--- src/rtl/conv_pass_sched.sv ---
`default_nettype none
// ============================================================================
// Module   : conv_pass_sched
// Purpose  : Sequences a full convolution layer on accelerator_core as a
//            series of passes. Channel groups form the inner loop and kernel
//            groups the outer loop. For every pass the block presents data,
//            weight and psum BRAM base addresses plus a psum-accumulate flag,
//            pulses the core start and waits for the core done pulse.
// Ports    :
//   clk, rst           - system clock, synchronous active-high reset
//   i_start            - one-cycle layer start (accepted only in IDLE)
//   i_abort            - return to IDLE from any busy state, clears outputs
//   i_num_kgrp/cgrp    - kernel / channel group counts (latched on start)
//   i_*_stride         - base address increments (latched on start)
//   i_core_done        - one-cycle pass-complete pulse from the core
//   o_core_start       - one-cycle pass start pulse to the core
//   o_data/weight/psum_base - BRAM bases for the current pass
//   o_psum_acc         - 1 = accumulate into psum, 0 = overwrite
//   o_kgrp, o_cgrp     - current group indices
//   o_busy, o_done     - busy level, one-cycle layer-complete pulse
// Revision : 1.0 - initial release
// ============================================================================
module conv_pass_sched #(
  parameter int ADDR_WIDTH = 32,
  parameter int CNT_WIDTH  = 16
) (
  input  logic                  clk,
  input  logic                  rst,
  input  logic                  i_start,
  input  logic                  i_abort,
  input  logic [CNT_WIDTH-1:0]  i_num_kgrp,
  input  logic [CNT_WIDTH-1:0]  i_num_cgrp,
  input  logic [ADDR_WIDTH-1:0] i_data_stride,
  input  logic [ADDR_WIDTH-1:0] i_weight_stride,
  input  logic [ADDR_WIDTH-1:0] i_psum_stride,
  input  logic                  i_core_done,
  output logic                  o_core_start,
  output logic [ADDR_WIDTH-1:0] o_data_base,
  output logic [ADDR_WIDTH-1:0] o_weight_base,
  output logic [ADDR_WIDTH-1:0] o_psum_base,
  output logic                  o_psum_acc,
  output logic [CNT_WIDTH-1:0]  o_kgrp,
  output logic [CNT_WIDTH-1:0]  o_cgrp,
  output logic                  o_busy,
  output logic                  o_done
);

  localparam logic [CNT_WIDTH-1:0]  C_CNT_ONE  = {{(CNT_WIDTH-1){1'b0}}, 1'b1};
  localparam logic [CNT_WIDTH-1:0]  C_CNT_ZERO = '0;
  localparam logic [ADDR_WIDTH-1:0] C_ADR_ZERO = '0;

  typedef enum logic [2:0] {
    S_IDLE  = 3'd0,
    S_START = 3'd1,
    S_WAIT  = 3'd2,
    S_NEXT  = 3'd3,
    S_DONE  = 3'd4
  } state_t;

  state_t r_state;
  state_t w_state_nxt;

  // Latched layer configuration
  logic [CNT_WIDTH-1:0]  r_num_kgrp;
  logic [CNT_WIDTH-1:0]  r_num_cgrp;
  logic [ADDR_WIDTH-1:0] r_data_stride;
  logic [ADDR_WIDTH-1:0] r_weight_stride;
  logic [ADDR_WIDTH-1:0] r_psum_stride;

  // Per-pass state
  logic [CNT_WIDTH-1:0]  r_kgrp;
  logic [CNT_WIDTH-1:0]  r_cgrp;
  logic [ADDR_WIDTH-1:0] r_data_base;
  logic [ADDR_WIDTH-1:0] r_weight_base;
  logic [ADDR_WIDTH-1:0] r_psum_base;
  logic                  r_psum_acc;

  logic w_accept;      // start accepted this cycle
  logic w_kill;        // abort while busy: wipe everything back to reset values
  logic w_zero_layer;  // requested layer has no passes at all
  logic w_more_cgrp;
  logic w_more_kgrp;

  assign w_accept     = (r_state == S_IDLE) && i_start && !i_abort;
  assign w_kill       = i_abort && (r_state != S_IDLE);
  assign w_zero_layer = (i_num_kgrp == C_CNT_ZERO) || (i_num_cgrp == C_CNT_ZERO);

  // Counts are at least one whenever a pass is running, so the subtraction
  // cannot underflow where these are consumed.
  assign w_more_cgrp  = (r_cgrp < (r_num_cgrp - C_CNT_ONE));
  assign w_more_kgrp  = (r_kgrp < (r_num_kgrp - C_CNT_ONE));

  // --------------------------------------------------------------------------
  // State register
  // --------------------------------------------------------------------------
  always_ff @(posedge clk) begin
    if (rst) begin
      r_state <= S_IDLE;
    end else begin
      r_state <= w_state_nxt;
    end
  end

  // --------------------------------------------------------------------------
  // Next-state logic
  // --------------------------------------------------------------------------
  always_comb begin
    w_state_nxt = r_state;
    case (r_state)
      S_IDLE: begin
        if (w_accept) begin
          w_state_nxt = w_zero_layer ? S_DONE : S_START;
        end
      end
      // Done during START is ignored: the core cannot finish a pass it has
      // not yet seen started.
      S_START: w_state_nxt = S_WAIT;
      S_WAIT: begin
        if (i_core_done) begin
          w_state_nxt = S_NEXT;
        end
      end
      S_NEXT: begin
        if (w_more_cgrp || w_more_kgrp) begin
          w_state_nxt = S_START;
        end else begin
          w_state_nxt = S_DONE;
        end
      end
      S_DONE:  w_state_nxt = S_IDLE;
      default: w_state_nxt = S_IDLE;
    endcase

    if (w_kill) begin
      w_state_nxt = S_IDLE;
    end
  end

  // --------------------------------------------------------------------------
  // Configuration latch, group counters and base address generation
  // --------------------------------------------------------------------------
  always_ff @(posedge clk) begin
    if (rst || w_kill) begin
      r_num_kgrp      <= C_CNT_ZERO;
      r_num_cgrp      <= C_CNT_ZERO;
      r_data_stride   <= C_ADR_ZERO;
      r_weight_stride <= C_ADR_ZERO;
      r_psum_stride   <= C_ADR_ZERO;
      r_kgrp          <= C_CNT_ZERO;
      r_cgrp          <= C_CNT_ZERO;
      r_data_base     <= C_ADR_ZERO;
      r_weight_base   <= C_ADR_ZERO;
      r_psum_base     <= C_ADR_ZERO;
      r_psum_acc      <= 1'b0;
    end else if (w_accept) begin
      r_num_kgrp      <= i_num_kgrp;
      r_num_cgrp      <= i_num_cgrp;
      r_data_stride   <= i_data_stride;
      r_weight_stride <= i_weight_stride;
      r_psum_stride   <= i_psum_stride;
      r_kgrp          <= C_CNT_ZERO;
      r_cgrp          <= C_CNT_ZERO;
      r_data_base     <= C_ADR_ZERO;
      r_weight_base   <= C_ADR_ZERO;
      r_psum_base     <= C_ADR_ZERO;
      r_psum_acc      <= 1'b0;
    end else if (r_state == S_NEXT) begin
      if (w_more_cgrp) begin
        // Next channel group of the same kernel group: accumulate.
        r_cgrp        <= r_cgrp + C_CNT_ONE;
        r_data_base   <= r_data_base + r_data_stride;
        r_weight_base <= r_weight_base + r_weight_stride;
        r_psum_acc    <= 1'b1;
      end else if (w_more_kgrp) begin
        // New kernel group: restart the channel sweep, fresh psum region.
        r_cgrp        <= C_CNT_ZERO;
        r_kgrp        <= r_kgrp + C_CNT_ONE;
        r_data_base   <= C_ADR_ZERO;
        r_weight_base <= r_weight_base + r_weight_stride;
        r_psum_base   <= r_psum_base + r_psum_stride;
        r_psum_acc    <= 1'b0;
      end
      // Last pass: everything keeps its final-pass value.
    end
  end

  // --------------------------------------------------------------------------
  // Outputs
  // --------------------------------------------------------------------------
  assign o_core_start  = (r_state == S_START);
  assign o_busy        = (r_state != S_IDLE);
  assign o_done        = (r_state == S_DONE);
  assign o_data_base   = r_data_base;
  assign o_weight_base = r_weight_base;
  assign o_psum_base   = r_psum_base;
  assign o_psum_acc    = r_psum_acc;
  assign o_kgrp        = r_kgrp;
  assign o_cgrp        = r_cgrp;

endmodule
`default_nettype wire

--- config.mk ---
export PLATFORM = sky130hd
export DESIGN_NAME = conv_pass_sched
export DESIGN_NICKNAME = d
export VERILOG_FILES = /design/src/rtl/conv_pass_sched.sv
export SDC_FILE = /design/constraint.sdc
export NUM_CORES = 1
export LEC_CHECK = 0
export ABC_AREA = 0
export CORE_MARGIN = 2
export CORE_UTILIZATION = 27
export DETAILED_ROUTE_END_ITERATION = 8
export SLEW_MARGIN = 0
export SYNTH_ARGS = -nofsm -noshare
export SYNTH_HDL_FRONTEND = slang
export SYNTH_SLANG_ARGS = --single-unit
--- constraint.sdc ---
create_clock -name clk -period 6.5 [get_ports clk]
set_clock_uncertainty 0.2 [all_clocks]
set_input_delay 0.65 -clock clk [delete_from_list [all_inputs] [get_ports clk]]
set_output_delay 0.65 -clock clk [all_outputs]
set_load 0.02 [all_outputs]
==> impl_metrics.json <==
{
  "status": "finished, final reports clean",
  "fmax_mhz": 199,
  "drtAntennaViolNets": 0,
  "nets": 2436,
  "syn-num-nets": 2220,
  "endpoint_kind": "flop",
  "grt_use_total": 0.164,
  "cts_root_buf": "clkbuf_16",
  "drive_gt1_frac": 0.0405,
  "core-area_um2": 55300,
  "syn_avg_cell_area_um2": 7.75,
  "vdd_ir_drop_max_v": 0.000149,
  "initial_core_util": 0.274,
  "row_count": 86,
  "period_minus_slack_ns": 5.02,
  "cts_max_path_buffers": 3,
  "grt_pass1_vias": 14200,
  "clk_pin_slew_ns": 0.06,
  "grt_setup_unrepaired": "false",
  "setup-tns-final_ns": 0,
  "wl_met1_um": 21200,
  "fin_cells": 2946,
  "p_leak_nw": 7.74,
  "grt-ovfl-total": 0,
  "ys.warnings.count": 0,
  "pin_count": 265,
  "cts_tree": "done",
  "synth_edf_count": 0,
  "slew_headroom": 0.261,
  "die_y_um": 241,
  "io_buffers": 264,
  "fin_crit_sh": 0.773,
  "post-route-drc-count": 0,
  "clk_latency_ns": 0.54,
  "cap_violations": 0,
  "grt_start_max_net_pins": 96,
  "syn_area_um2": 15200,
  "hold_violations": 0,
  "dp_cells": 2885,
  "vias": 14600,
  "setup_viol": 0,
  "dr.pass1.iters": 5,
  "critPathRequiredTime_ns": 6.76,
  "synthArstFlopShare": 0,
  "post_cts_buffers": 0,
  "cts.sinks": 260,
  "postSynthCellCount": 1957,
  "power.density_nw_per_um2": 228,
  "ys_seq_area_frac": 0.343,
  "drtIter0Drc": 805,
  "dieArea_um2": 58100,
  "fp.dieW_um": 241,
  "highest-signal-layer": "met4",
  "crit_type": "reg2reg",
  "grt_antenna_before_repair": 0,
  "synthDistinctLibCells": 66,
  "drv_slew": 0,
  "cts-buffers-inserted": 34,
  "wl_um": 48700,
  "htreeDepth": 2,
  "synth_seq_cells": 260,
  "cts_resized": 0,
  "critPathArrivalTime_ns": 5.29,
  "synthFlopType": "dfxtp_1",
  "reg2reg_depth": 16,
  "grt_pass1_wl_um": 75500,
  "wl_per_cell_um": 16.5,
  "final_core_util": 0.355,
  "min_path_cells": 2,
  "place.gp.congestion": 0.877,
  "cts_hold_buf": 0,
  "hold_class": "reg2reg",
  "diodes": 0,
  "crit_path_max_fanout": 27,
  "worst_pin_slew_ns": 1.11,
  "dp_hpwl_um": 35700,
  "viasPerCell": 4.97,
  "start_kind": "flop",
  "routed-wl-met2_um": 23200,
  "area_delta_synth_final_pct": 29.7,
  "dr_wl_met3_um": 3200
}
==> sequential cells by signal, indices dropped and copies added, names as in the netlist, 32 cells and up <==
register         count
o_data_base         32
o_psum_base         32
o_weight_base       32
r_data_stride       32
r_psum_stride       32
r_weight_stride     32
==> worst paths after layout <==
check                                                      end                           start  slack [ns]
worst min register to register  r_data_stride[11]$_SDFFE_PP0P_  r_data_stride[11]$_SDFFE_PP0P_        0.26
worst max-delay path              o_data_base[30]$_SDFFE_PP0P_      r_num_kgrp[2]$_SDFFE_PP0P_        1.48
worst max register to register    o_data_base[30]$_SDFFE_PP0P_      r_num_kgrp[2]$_SDFFE_PP0P_        1.48
worst min-delay path            r_data_stride[11]$_SDFFE_PP0P_  r_data_stride[11]$_SDFFE_PP0P_        0.26
==> cell type report <==
cell class / count / area [µm²]
sequential: 260 / 5200
inverter: 35 / 131
tap: 748 / 936
clock buffer: 48 / 973
clock inverter: 13 / 165
fill: 5778 / 35700
multi-input combinational: 1566 / 9500
timing repair buffer: 276 / 2750
==> worst max-delay path: stages (launching register included) <==
cell and delay, ns:
dfxtp_1 0.34, or4_1 0.54, nor2_1 0.14, nand2_1 0.10, nor3_1 0.26, nand2b_1 0.15
nor4_1 0.32, xnor2_1 0.12, ha_1 0.30, o21a_1 0.13, o21a_1 0.12, nor3_1 0.05
a31oi_1 0.48, nand3_2 0.71, nor2_1 0.74, a2bb2oi_1 0.12, o21ai_0 0.10
==> where the power goes <==
part | internal, mW | switching, mW
combinational | 0.327 | 0.507
sequential | 1.67 | 0.0617
clock | 1.17 | 0.743
==> metrics by stage <==
stage	area [µm²]	setup slack, ns	power, mW	hold WS (ns)
2_1_floorplan	15200	2.53	2.30	0.240
3_3_place_gp	18500	1.60	2.58	0.252
3_5_place_dp	18500	1.47	2.61	0.254
4_1_cts	19700	1.45	4.56	0.262
5_1_grt	19700	1.02	4.72	0.278
6_report	19700	1.48	4.47	0.260
==> per-layer routing <==
| metal | vias up | track usage |
|---|---|---|
| li1 | 7346 | - |
| met1 | 6842 | 0.203 |
| met2 | 379 | 0.283 |
| met3 | 65 | 0.0353 |
| met4 | 0 | 0.0486 |
| met5 | - | 0 |
==> cell usage in the layout, fill, tap and decap left out, drive strengths merged, types with 7 or more instances in the layout <==
| master | n |
|---|---|
| nand2 | 418 |
| a21oi | 271 |
| clkdlybuf4s50 | 264 |
| dfxtp | 260 |
| ha | 127 |
| nor2 | 118 |
| o21ai | 79 |
| xnor2 | 74 |
| clkbuf | 48 |
| a21o | 47 |
| nand3 | 40 |
| inv | 38 |
| xor2 | 36 |
| nor3 | 32 |
| and3 | 27 |
| o21a | 22 |
| a211oi | 22 |
| a22oi | 20 |
| nor4 | 18 |
| nand4 | 18 |
| nand2b | 18 |
| a31oi | 15 |
| or3 | 14 |
| buf | 12 |
| nand3b | 11 |
| o211ai | 11 |
| nor3b | 10 |
| mux2i | 10 |
| and2 | 9 |
| o21bai | 9 |
| nor2b | 8 |
| o31ai | 7 |
| or2 | 7 |
==> cell families after synthesis <==
kind of cell | share of synthesized area
AND/OR/NAND/NOR | 0.222
AO/OA/AOI/OAI | 0.222
flip-flops | 0.343
buffers and inverters | 0.0328
adder cells (fa/ha/maj) | 0.109
XOR/XNOR | 0.0635
multiplexers | 0.00734
==> cells in the mapped netlist, types with 14 or more instances <==
master	instances	share of area
nand2_1	418	0.10
a21oi_1	271	0.089
dfxtp_1	260	0.34
ha_1	127	0.10
nor2_1	117	0.029
clkbuf_1	84	0.021
o21ai_0	78	0.026
xnor2_1	74	0.043
a21o_1	47	0.023
nand3_1	40	0.013
xor2_1	36	0.021
inv_1	35	0.0087
nor3_1	32	0.011
and3_1	27	0.011
o21a_1	22	0.011
a211oi_1	20	0.0099
a22oi_1	20	0.0099
nand2b_1	18	0.0074
nand4_1	18	0.0074
nor4_1	18	0.0074
a31oi_1	15	0.0062
or3_1	14	0.0058
(Power assumes the default switching activity.)
